## src/rtl/mem_access_unit.sv

```systemverilog
// MEM-stage data-memory access controller: issues load/store requests on a
// variable-latency req/ack bus, stalls the pipeline until the access completes,
// and returns registered load data to the MEM/WB register.
module mem_access_unit #(
    parameter int unsigned TIMEOUT  = 15,
    parameter logic [15:0] ERR_DATA = 16'hFFFF
) (
    input  logic        clk,
    input  logic        rst_n,
    input  logic        mem_MemRead,
    input  logic        mem_MemWrite,
    input  logic [15:0] mem_addr,
    input  logic [15:0] mem_wdata,
    output logic        dmem_req,
    output logic        dmem_we,
    output logic [15:0] dmem_addr,
    output logic [15:0] dmem_wdata,
    input  logic        dmem_ack,
    input  logic [15:0] dmem_rdata,
    output logic [15:0] mem_data_mem,
    output logic        stall_n,
    output logic        bus_err,
    output logic        misalign
);

    localparam int unsigned DATA_W = 16;
    localparam int unsigned CNT_W  = 8;

    typedef enum logic [1:0] {
        S_IDLE = 2'd0,
        S_WAIT = 2'd1,
        S_DONE = 2'd2
    } state_t;

    state_t              r_state;
    state_t              w_state_nxt;
    logic [CNT_W-1:0]    r_cnt;
    logic [CNT_W-1:0]    w_cnt_nxt;
    logic [CNT_W-1:0]    w_cnt_inc;
    logic [DATA_W-1:0]   r_rdata;
    logic [DATA_W-1:0]   w_rdata_nxt;
    logic                r_bus_err;
    logic                w_bus_err_nxt;
    logic                w_access;
    logic                w_conflict;
    logic                w_req;

    assign w_access   = mem_MemRead | mem_MemWrite;
    assign w_conflict = mem_MemRead & mem_MemWrite;
    assign w_cnt_inc  = r_cnt + CNT_W'(1);

    // State, wait counter, load data and sticky error registers
    always_ff @(posedge clk or negedge rst_n) begin
        if (!rst_n) begin
            r_state   <= S_IDLE;
            r_cnt     <= '0;
            r_rdata   <= '0;
            r_bus_err <= 1'b0;
        end else begin
            r_state   <= w_state_nxt;
            r_cnt     <= w_cnt_nxt;
            r_rdata   <= w_rdata_nxt;
            r_bus_err <= w_bus_err_nxt;
        end
    end

    // Next-state, counter, data capture and request generation
    always_comb begin
        w_state_nxt   = r_state;
        w_cnt_nxt     = r_cnt;
        w_rdata_nxt   = r_rdata;
        w_bus_err_nxt = r_bus_err;
        w_req         = 1'b0;

        case (r_state)
            S_IDLE: begin
                if (w_access) begin
                    w_req = 1'b1;
                    if (w_conflict) begin
                        w_bus_err_nxt = 1'b1;
                    end
                    if (dmem_ack) begin
                        if (!mem_MemWrite) begin
                            w_rdata_nxt = dmem_rdata;
                        end
                        w_state_nxt = S_DONE;
                    end else begin
                        w_state_nxt = S_WAIT;
                    end
                end
            end
            S_WAIT: begin
                w_req     = 1'b1;
                w_cnt_nxt = w_cnt_inc;
                if (w_conflict) begin
                    w_bus_err_nxt = 1'b1;
                end
                if (dmem_ack) begin
                    if (!mem_MemWrite) begin
                        w_rdata_nxt = dmem_rdata;
                    end
                    w_state_nxt = S_DONE;
                end else if (w_cnt_inc == CNT_W'(TIMEOUT)) begin
                    // Memory never answered: abandon the access and flag it
                    w_bus_err_nxt = 1'b1;
                    if (!mem_MemWrite) begin
                        w_rdata_nxt = ERR_DATA;
                    end
                    w_state_nxt = S_DONE;
                end
            end
            S_DONE: begin
                w_cnt_nxt   = '0;
                w_state_nxt = S_IDLE;
            end
            default: begin
                w_cnt_nxt   = '0;
                w_state_nxt = S_IDLE;
            end
        endcase
    end

    // Request is gated by reset so it drops without waiting for a clock edge
    assign dmem_req     = w_req & rst_n;
    assign stall_n      = ~dmem_req;
    assign dmem_we      = mem_MemWrite;
    assign dmem_addr    = {mem_addr[DATA_W-1:1], 1'b0};
    assign dmem_wdata   = mem_wdata;
    assign mem_data_mem = r_rdata;
    assign bus_err      = r_bus_err;
    assign misalign     = w_access & mem_addr[0];

endmodule

```

## config.mk

```make
export PLATFORM = sky130hd
export DESIGN_NAME = mem_access_unit
export DESIGN_NICKNAME = d
export VERILOG_FILES = /design/src/rtl/mem_access_unit.sv
export SDC_FILE = /design/constraint.sdc
export NUM_CORES = 1
export LEC_CHECK = 0
export BUFFER_PORTS_ARGS = -buffer_cell sky130_fd_sc_hd__buf_2
export CAP_MARGIN = 30
export CORE_ASPECT_RATIO = 0.9
export CORE_UTILIZATION = 30
export CTS_CLUSTER_SIZE = 20
export DETAILED_ROUTE_END_ITERATION = 8
export HOLD_SLACK_MARGIN = 0.1
export PLACE_DENSITY_LB_ADDON = 0.12
export SETUP_SLACK_MARGIN = 0.05
export SKIP_CTS_REPAIR_TIMING = 1
export SYNTH_ARGS = -nofsm -noshare
export SYNTH_HDL_FRONTEND = slang
export SYNTH_SLANG_ARGS = --single-unit
```

## constraint.sdc

```tcl
create_clock -name clk -period 2 [get_ports clk]
set_input_delay 0.2 -clock clk [delete_from_list [all_inputs] [get_ports clk]]
set_output_delay 0.2 -clock clk [all_outputs]
set_load 0.02 [all_outputs]
```

==> flow_summary_export.csv, run 1 <==
group,metric,value,unit
outcome,run_status,"complete, no violations",
power_and_ir_drop,max-vdd-ir-drop,0.4060,mV
critical_path,regToRegStartpoint,"r_cnt[0]$_DFFE_PN0N_",
critical_path,setup.worst_path.class,"flip-flop to flip-flop",
logic_synthesis,parity_gate_share_of_the_synthesized_area_counting_xor_and_xnor_cells,3.246,%
worst_hold_path,hold_depth,3,
finish,drive_gt1_share,40.83,%
global_route,global_route.usage.met2,18.71,%
critical_path,cp.buffers_inverters,0,
sta,timing.setup.tns,0,ns
floorplan,fp.coreArea,5015,µm²
logic_synthesis,synth_mux_area_share,9.892,%
power_and_ir_drop,power.density_cell_area,865.8,nW/µm²
critical_path,cpLargestDelayFamily,"simple AND/OR/NAND/NOR gates",
place,place_area,1658,µm²
critical_path,cp_cell_sequence,"ha_2 -> a21oi_1 -> nor4_2 -> o211ai_1 -> and3b_1",
logic_synthesis,post_synth_most_frequent_cells,"36 x buf_4, 27 x dfrtp_1, 16 x mux2i_1",
global_route,global_route_track_usage_on_met1,14.04,%
critical_path,slowest_delay,0.48,ns
logic_synthesis,synth_seq_cells,27,
route,vias,1084,
place,placedCellCount,227,
finish,finish.net_count,225,
critical_path,critPathArrivalTime,1.92,ns
clock_tree,cts.sink_count,27,
logic_synthesis,synth_edf_count,0,
route,drt_iter0_markers,54,
sta,timing.final.ws_setup,0.2453,ns
global_route,grt_pass1_vias,1144,
worst_hold_path,worst_hold_path_type,"input pin to flip-flop",
finish,final_design_area_no_fill,1744,µm²
sta,timing_hold_violations_final,0,
global_route,grt_util_all_layers,11.47,%
floorplan,die-width,79.44,µm
logic_synthesis,synthAdderAreaFrac,1.546,%
worst_hold_path,whs_endpoint,"mem_data_mem[0]$_DFFE_PN0P_",
critical_path,worstSetupEndpointType,"flip-flop",
logic_synthesis,synth_compound_gate_area_share,7.573,%
place,gp_congestion,0.7291,
logic_synthesis,post_synth_main_area_contributors,"dfrtp_1 42%, buf_4 17%, mux2i_1 9.9%, nand2_2 3.9%, nand2_1 2.8%",
global_route,grt_start_max_net_pins,28,
clock_tree,cts_max_level,1,
logic_synthesis,netlist-cell-type-count,39,
sta,fin_hold_ws,0.1435,ns
route,vias_per_cell,4.632,
global_route,final_global_route_overflow_total,0,
clock_tree,cts_root_buf,"clkbuf_8",
logic_synthesis,leading_area_contributor_after_synthesis,"dfrtp_1",
floorplan,start_util,32.29,%
route,route.final.wire_length,3.058,mm
logic_synthesis,synth_cells,155,
finish,finalCoreUtilization,34.78,%
worst_hold_path,holdCritStartpoint,"dmem_rdata[0]",
clock_tree,cts_inserted_buffers,3,
route,dr.pass1.iters,4,
sta,layout_min_cycle_time,1.755,ns
floorplan,fp.dieH,71.70,µm
sta,achievable-frequency,569.9,MHz
route,post_drt_wl_per_cell,13.07,µm
power_and_ir_drop,finalPower,1.510,mW
sta,fin_worst_skew,0.001728,ns
global_route,initial_antenna_violation_count,0,
route,detail-route-antenna-nets,0,
floorplan,num_rows,24,
critical_path,timing.reg2reg.setup_slack,0.25,ns
finish,finalNonFillerCells,234,
sta,rsz0062_at_grt,"no",
logic_synthesis,post-synth-top-count-cell,"buf_4",
critical_path,critical_path.startpoint_type,"flip-flop",
logic_synthesis,syn-mean-instance-area,10.45,µm²
finish,antennaDiodeCount,0,
sta,timing_max_transition_violations_final,0,
logic_synthesis,synthSimpleGateAreaFrac,17.16,%
place,place_hpwl,2.230,mm
floorplan,top_level_ports,106,
route,post-route-drc-count,0,
finish,synthToLayoutAreaGrowth,7.728,%
logic_synthesis,yosys_warnings,0,
floorplan,die-area,5695,µm²
global_route,grt_pass1_wl,5.216,mm
critical_path,critical_path_required,2.17,ns
clock_tree,insertion_delay,0.27,ns
clock_tree,cts_buffer_depth,2,
global_route,grt.met3_usage,3.822,%
power_and_ir_drop,power_leakage,0.9179,nW
sta,final.period_utilization,87.74,%
critical_path,slowest_stage,"dfrtp_1",
critical_path,rr_endpoint,"r_state[0]$_DFFE_PN0P_",
logic_synthesis,synthesis.area,1619,µm²
logic_synthesis,yosysTopAreaCellShare,41.73,%
job,drv_cap,0,
logic_synthesis,combinational_family_with_the_most_area_after_synthesis,"buffers and inverters",
place,placement.io_buffers,42,
place,dp_slack,0.08471,ns
critical_path,critical_path_peak_fanout,8,
sta,setup_viol_count_final,0,
finish,regArea,675.6,µm²
global_route,gr-max-usage-layer,"met2",
logic_synthesis,synthesis.nets,210,
logic_synthesis,ys_async_sr_fraction,100.0,%
logic_synthesis,synth-seq-area-share,41.73,%
finish,nFillCells,508,
critical_path,ff2ff_path_depth,5,
clock_tree,clk_transition_reported_paths,0.09,ns
finish,multi_input_area,644.4,µm²
clock_tree,tritoncts,"yes",
logic_synthesis,main_flop_type_after_synthesis,"dfrtp_1",
## tightest hold or removal path, delay by kind of cell
family / cells / cell delay [ns]
and+or+nand+nor: 1 / 0.06
buffers and inverters: 1 / 0.07
muxes: 1 / 0.05
## layer usage
layer  part of all wire, %  routed length, µm  vias to the layer above
met5                     0                  0                        -
met4                   2.3                 69                        0
met3                   8.9                273                       21
met2                    44               1353                       47
met1                    45               1363                      505
li1                      -                  -                      511
## report_power, final
part           switching [mW]  internal (mW)
Clock                   0.173          0.140
Sequential             0.0777          0.649
Combinational           0.279          0.192
Total                   0.530          0.980
## how the worst max path moves through the flow
stage / start / endpoint / slack (ns) / cells after the start
2_1_floorplan: r_cnt[0]$_DFFE_PN0N_ / mem_data_mem[4]$_DFFE_PN0P_ / 0.36 / 6
3_3_place_gp: r_cnt[0]$_DFFE_PN0N_ / mem_data_mem[14]$_DFFE_PN0P_ / 0.20 / 5
3_5_place_dp: r_cnt[0]$_DFFE_PN0N_ / mem_data_mem[14]$_DFFE_PN0P_ / 0.08 / 5
4_1_cts: r_cnt[0]$_DFFE_PN0N_ / mem_data_mem[14]$_DFFE_PN0P_ / 0.08 / 5
5_1_grt: r_cnt[1]$_DFFE_PN0N_ / bus_err$_DFFE_PN0P_ / 0.1 / 5
6_report: r_cnt[0]$_DFFE_PN0N_ / r_state[0]$_DFFE_PN0P_ / 0.25 / 5
## sequential cells by signal (all words and copies together) (netlist names)
name	flops
r_state	2
mem_data_mem	16
r_cnt	8
bus_err	1
## placed cells by master, fill, tap and decap left out, types with 2 or more instances in the layout
| master | instances |
|---|---|
| a21oi_1 | 2 |
| mux2i_1 | 16 |
| xor2_1 | 5 |
| nand4_1 | 2 |
| clkbuf_8 | 3 |
| nand2_1 | 12 |
| nand2_2 | 10 |
| nor3_1 | 2 |
| buf_2 | 42 |
| inv_1 | 3 |
| dfrtp_1 | 27 |
| nor2_1 | 9 |
| buf_4 | 4 |
| o211ai_1 | 2 |
| and3b_1 | 2 |
## logic make-up after synthesis
logic type                 count (synthesis)
AOI/OAI and AO/OA                         14
xor gates and xnor gates                   6
adders and majority gates                  2
buffers and inverters                     42
DFF                                       27
muxes                                     16
other                                      1
and+or+nand+nor                           47
## layout make-up
class	count	share of cell area, %
tap	65	4.663
clock inverter	1	0.2869
multi-input combinational	86	36.94
timing repair buffer	49	16.36
inverter	3	0.6456
sequential	27	38.74
clock buffer	3	2.367
(Power assumes the default switching activity.)
==> inputs of run 2 (changes only) <==
--- a/config.mk
+++ b/config.mk
@@ -12,7 +12,7 @@
 export CTS_CLUSTER_SIZE = 20
 export DETAILED_ROUTE_END_ITERATION = 8
 export HOLD_SLACK_MARGIN = 0.1
-export PLACE_DENSITY_LB_ADDON = 0.12
+export PLACE_DENSITY_LB_ADDON = 0.15
 export SETUP_SLACK_MARGIN = 0.05
 export SKIP_CTS_REPAIR_TIMING = 1
 export SYNTH_ARGS = -nofsm -noshare
==> flow_summary_export.csv, run 2 (synthesized netlist as in run 1, its figures left out) <==
group,metric,value,unit
critical_path,critPathArrivalTime,1.98,ns
floorplan,num_rows,24,
finish,drive_gt1_share,39.29,%
sta,setup_viol_count_final,0,
power_and_ir_drop,power_leakage,0.9131,nW
floorplan,fp.dieH,71.70,µm
critical_path,critical_path.most_common_cell,"o211ai_1",
sta,timing_hold_violations_final,0,
route,route.final.wire_length,3.144,mm
critical_path,critical_path.startpoint,"r_cnt[0]$_DFFE_PN0N_",
global_route,final_global_route_overflow_total,0,
critical_path,regToRegStartpoint,"r_cnt[0]$_DFFE_PN0N_",
critical_path,critical_path_required,2.18,ns
power_and_ir_drop,internal-power,980.1,µW
clock_tree,cts.sink_count,27,
clock_tree,insertion_delay,0.27,ns
critical_path,worstSetupEndpointType,"flip-flop",
sta,fin_worst_skew,0.002944,ns
global_route,grt_pass1_vias,1084,
global_route,grt_start_max_net_pins,28,
route,dr.pass1.iters,4,
critical_path,timing.reg2reg.setup_slack,0.20,ns
floorplan,start_util,32.29,%
finish,finish.net_count,224,
power_and_ir_drop,max-vdd-ir-drop,0.4858,mV
place,placement.io_buffers,42,
route,drt_iter0_markers,39,
sta,achievable-frequency,554.5,MHz
critical_path,cp_cell_sequence,"ha_1 -> nand2b_1 -> o211ai_1 -> o211ai_1 -> o31ai_1",
sta,timing_max_transition_violations_final,0,
critical_path,critical_path_peak_fanout,8,
power_and_ir_drop,seq_power_share,48.0,%
floorplan,die-width,79.44,µm
finish,layout.cells.most_common,"buf_2",
finish,flip_flop_count_of_the_largest_register_after_layout,16,
critical_path,rr_endpoint,"bus_err$_DFFE_PN0P_",
critical_path,slowest_stage,"dfrtp_1",
finish,mostFrequentLayoutCells,"42 x buf_2, 27 x dfrtp_1, 16 x mux2i_1",
sta,layout_min_cycle_time,1.803,ns
clock_tree,tritoncts,"yes",
global_route,grt_pass1_wl,5.140,mm
route,post-route-drc-count,0,
worst_hold_path,whs_endpoint,"mem_data_mem[3]$_DFFE_PN0P_",
clock_tree,clk_transition_reported_paths,0.09,ns
clock_tree,cts_root_buf,"clkbuf_8",
critical_path,critical_path.startpoint_type,"flip-flop",
route,post_drt_wl_per_cell,13.49,µm
global_route,initial_antenna_violation_count,0,
power_and_ir_drop,net_switching_fraction_of_the_power,34.94,%
worst_hold_path,worst_hold_path_type,"input pin to flip-flop",
clock_tree,cts_inserted_buffers,3,
route,vias,1081,
critical_path,cpLargestDelayFamily,"compound AO/OA/AOI/OAI gates",
floorplan,top_level_ports,106,
floorplan,fp.coreArea,5015,µm²
worst_hold_path,hold_depth,3,
power_and_ir_drop,clkPwrFrac,20.3,%
sta,timing.final.ws_setup,0.1965,ns
clock_tree,cts_max_level,1,
place,dp_slack,0.1212,ns
route,vias_per_cell,4.639,
critical_path,cp.buffers_inverters,0,
critical_path,slowest_delay,0.46,ns
place,place_hpwl,2.394,mm
floorplan,die-area,5695,µm²
finish,antennaDiodeCount,0,
place,gp_congestion,0.7431,
sta,rsz0062_at_grt,"no",
job,drv_cap,0,
sta,final.period_utilization,90.17,%
clock_tree,cts_buffer_depth,2,
route,detail-route-antenna-nets,0,
finish,synthToLayoutAreaGrowth,7.573,%
outcome,run_status,"complete, no violations",
power_and_ir_drop,p_comb_share,31.7,%
power_and_ir_drop,power.density_cell_area,865.0,nW/µm²
critical_path,setup.worst_path.class,"flip-flop to flip-flop",
sta,timing.setup.tns,0,ns
worst_hold_path,holdCritStartpoint,"dmem_rdata[3]",
global_route,grt_util_all_layers,11.59,%
power_and_ir_drop,power.net_switching,526.4,µW
critical_path,ff2ff_path_depth,5,
[run 2: worst reg2reg max path: cells and delay by family (launching register included)]
family,cells,cell delay (ns)
compound gates,3,0.77
fa+ha+maj,1,0.31
flops,1,0.46
simple gates,1,0.17
[run 2: cell type report]
cell class | count | area [µm²]
Sequential cell | 27 | 675.6
Inverter | 3 | 11.26
Tap cell | 65 | 81.33
Multi-Input combinational cell | 86 | 650.6
Timing Repair Buffer | 48 | 277.8
Fill cell | 513 | 3273
Clock buffer | 4 | 45.04
[run 2: per-stage QoR]
stage	power, mW	instances	area, µm²	hold slack [ns]	util, %
after CTS	1.533	231	1703	-0.05110	33.96
final	1.506	233	1742	0.1431	34.73
after global routing	1.602	233	1742	0.1276	34.73
after floorplan	1.131	155	1619	-0.09559	-
after detailed placement	1.216	227	1658	0.2527	33.06
after global placement	1.200	226	1643	0.2433	32.76
[run 2: layer usage]
| layer | global-route usage (%) | routed length (µm) |
|---|---|---|
| met2 | 17.19 | 1444 |
| met4 | 7.677 | 126 |
| met3 | 2.675 | 221 |
| met1 | 15.04 | 1352 |
| met5 | 0 | 0 |
[run 2: how the worst max path moves through the flow]
stage | end | slack, ns | cells after the start
2_1_floorplan | mem_data_mem[4]$_DFFE_PN0P_ | 0.36 | 6
3_3_place_gp | mem_data_mem[14]$_DFFE_PN0P_ | 0.20 | 5
3_5_place_dp | mem_data_mem[14]$_DFFE_PN0P_ | 0.12 | 5
4_1_cts | mem_data_mem[14]$_DFFE_PN0P_ | 0.12 | 5
5_1_grt | r_state[0]$_DFFE_PN0P_ | 0.08 | 5
6_report | bus_err$_DFFE_PN0P_ | 0.20 | 5
[run 2: power groups by stage]
stage / Sequential, mW / Combinational, mW / Clock [mW]
floorplan: 0.830 / 0.301 / 0
global placement: 0.732 / 0.468 / 0
detailed placement: 0.736 / 0.480 / 0
CTS: 0.726 / 0.481 / 0.326
global route: 0.741 / 0.516 / 0.345
finish: 0.724 / 0.477 / 0.305
==> inputs of run 3 (changes only) <==
--- a/config.mk
+++ b/config.mk
@@ -11,6 +11,7 @@
 export CORE_UTILIZATION = 30
 export CTS_CLUSTER_SIZE = 20
 export DETAILED_ROUTE_END_ITERATION = 8
+export GPL_TIMING_DRIVEN = 0
 export HOLD_SLACK_MARGIN = 0.1
 export PLACE_DENSITY_LB_ADDON = 0.15
 export SETUP_SLACK_MARGIN = 0.05
==> flow_summary_export.csv, run 3 (synthesized netlist as in run 1, its figures left out) <==
group,metric,value,unit
finish,multi_input_area,650.6,µm²
power_and_ir_drop,max-vdd-ir-drop,0.3322,mV
global_route,final_global_route_overflow_total,0,
global_route,grt_pass1_wl,5.023,mm
clock_tree,tritoncts,"yes",
sta,fin_worst_skew,0.002581,ns
power_and_ir_drop,power.density_cell_area,754.4,nW/µm²
critical_path,setup.worst_path.class,"flip-flop to flip-flop",
route,detail-route-antenna-nets,0,
global_route,grt_pass1_vias,1165,
place,placement.io_buffers,73,
place,place_hpwl,2.481,mm
sta,setup_viol_count_final,0,
finish,mostFrequentLayoutCells,"74 x buf_2, 37 x buf_4, 27 x dfrtp_1",
floorplan,fp.coreArea,5015,µm²
outcome,run_status,"complete, no violations",
finish,finalCoreUtilization,43.01,%
route,post_drt_wl_per_cell,10.79,µm
finish,regArea,675.6,µm²
floorplan,num_rows,24,
critical_path,slowest_delay,0.47,ns
floorplan,fp.dieH,71.70,µm
clock_tree,insertion_delay,0.26,ns
floorplan,top_level_ports,106,
clock_tree,cts_root_buf,"clkbuf_8",
route,vias,1304,
finish,antennaDiodeCount,0,
power_and_ir_drop,power_leakage,1.202,nW
clock_tree,cts_inserted_buffers,3,
sta,final.period_utilization,90.47,%
critical_path,critical_path_peak_fanout,10,
critical_path,critical_path_required,2.21,ns
finish,nFillCells,494,
finish,synthToLayoutAreaGrowth,33.23,%
critical_path,critical_path.startpoint_type,"flip-flop",
floorplan,die-area,5695,µm²
clock_tree,clk_transition_reported_paths,0.09,ns
sta,rsz0062_at_grt,"no",
route,drt_iter0_markers,60,
clock_tree,cts.sink_count,27,
sta,timing_max_transition_violations_final,0,
route,post-route-drc-count,0,
route,vias_per_cell,4.347,
floorplan,die-width,79.44,µm
floorplan,start_util,32.29,%
place,gp_congestion,0.7219,
critical_path,worstSetupEndpointType,"flip-flop",
sta,worst_slew_pin_slew,0.5004,ns
sta,achievable-frequency,552.7,MHz
route,dr.pass1.iters,3,
job,drv_cap,0,
clock_tree,cts_max_level,1,
sta,layout_min_cycle_time,1.809,ns
finish,flip_flop_count_of_the_largest_register_after_layout,16,
global_route,grt_start_max_net_pins,29,
finish,finish.net_count,291,
finish,layout.cells.most_common,"buf_2",
route,route.final.wire_length,3.237,mm
finish,drive_gt1_share,56.17,%
sta,slew-limit-headroom,66.54,%
sta,timing_hold_violations_final,0,
clock_tree,cts_buffer_depth,2,
sta,timing.setup.tns,0,ns
global_route,initial_antenna_violation_count,0,
worst_hold_path,worst_hold_path_type,"input pin to flip-flop",
critical_path,cp_cell_sequence,"ha_1 -> nand2b_1 -> o211ai_1 -> buf_4 -> o2111ai_4 -> buf_6 -> nand2_2",
global_route,grt_util_all_layers,11.28,%
critical_path,slowest_stage,"dfrtp_1",
critical_path,critPathArrivalTime,2.02,ns
==> run 3: cell types whose count changed in the layout (fill, tap and decap cells not counted) <==
| cell | before | now |
|---|---|---|
| buf_4 | 3 | 37 |
| buf_2 | 42 | 74 |
| buf_6 | 0 | 1 |
| buf_8 | 1 | 0 |
| clkbuf_1 | 1 | 2 |
==> run 3: metal layers <==
layer / track usage [%] / wire length, µm / part of all wire, %
met5: 0 / 0 / 0
met4: 3.636 / 39 / 1.2
met3: 2.293 / 267 / 8.2
met2: 19.37 / 1491 / 46
met1: 14.11 / 1439 / 44
==> run 3: final cells by class <==
| class | count | share of cell area (%) |
|---|---|---|
| plain buffers | 39 | 13.46 |
| clock buffers | 4 | 2.088 |
| inverters | 3 | 0.5220 |
| multi-input cells | 86 | 30.16 |
| flip-flops and latches | 27 | 31.32 |
| well taps | 65 | 3.770 |
| repair buffers | 76 | 18.68 |
==> run 3: where the power goes <==
| part | switching, mW | internal (mW) |
|---|---|---|
| clock | 0.160 | 0.142 |
| combinational | 0.350 | 0.256 |
| sequential | 0.0696 | 0.649 |
==> run 3: per-stage QoR <==
stage / total power [mW] / area [µm²] / hold slack, ns / instances / setup slack, ns
floorplan: 1.131 / 1619 / -0.09559 / 155 / 0.3650
global placement: 1.327 / 2066 / 0.2604 / 293 / 0.1247
detailed placement: 1.331 / 2066 / 0.2600 / 293 / 0.1113
CTS: 1.640 / 2111 / -0.04100 / 297 / 0.08779
global route: 1.728 / 2157 / 0.1479 / 300 / 0.08769
finish: 1.627 / 2157 / 0.1429 / 300 / 0.1905
==> run 3: worst max-delay path: cells and delay by family (launching register included) <==
family	cells	cell delay, ns
AND/OR/NAND/NOR	2	0.24
buffers and inverters	2	0.38
flip-flops	1	0.47
adder cells (fa/ha/maj)	1	0.32
AO/OA/AOI/OAI	2	0.34
==> run 3: path summary, 6_finish.rpt <==
path                                                end                  from  slack [ns]  depth (start not counted)
max                         mem_data_mem[5]$_DFFE_PN0P_  r_cnt[0]$_DFFE_PN0N_        0.19                          7
min                         mem_data_mem[3]$_DFFE_PN0P_         dmem_rdata[3]        0.14                          3
max reg2reg                 mem_data_mem[5]$_DFFE_PN0P_  r_cnt[0]$_DFFE_PN0N_        0.19                          7
min reg2reg                         bus_err$_DFFE_PN0P_   bus_err$_DFFE_PN0P_        0.49                          2
max in group asynchronous  mem_data_mem[12]$_DFFE_PN0P_                 rst_n        1.42                          3
min in group asynchronous          r_cnt[0]$_DFFE_PN0N_                 rst_n        0.42                          3
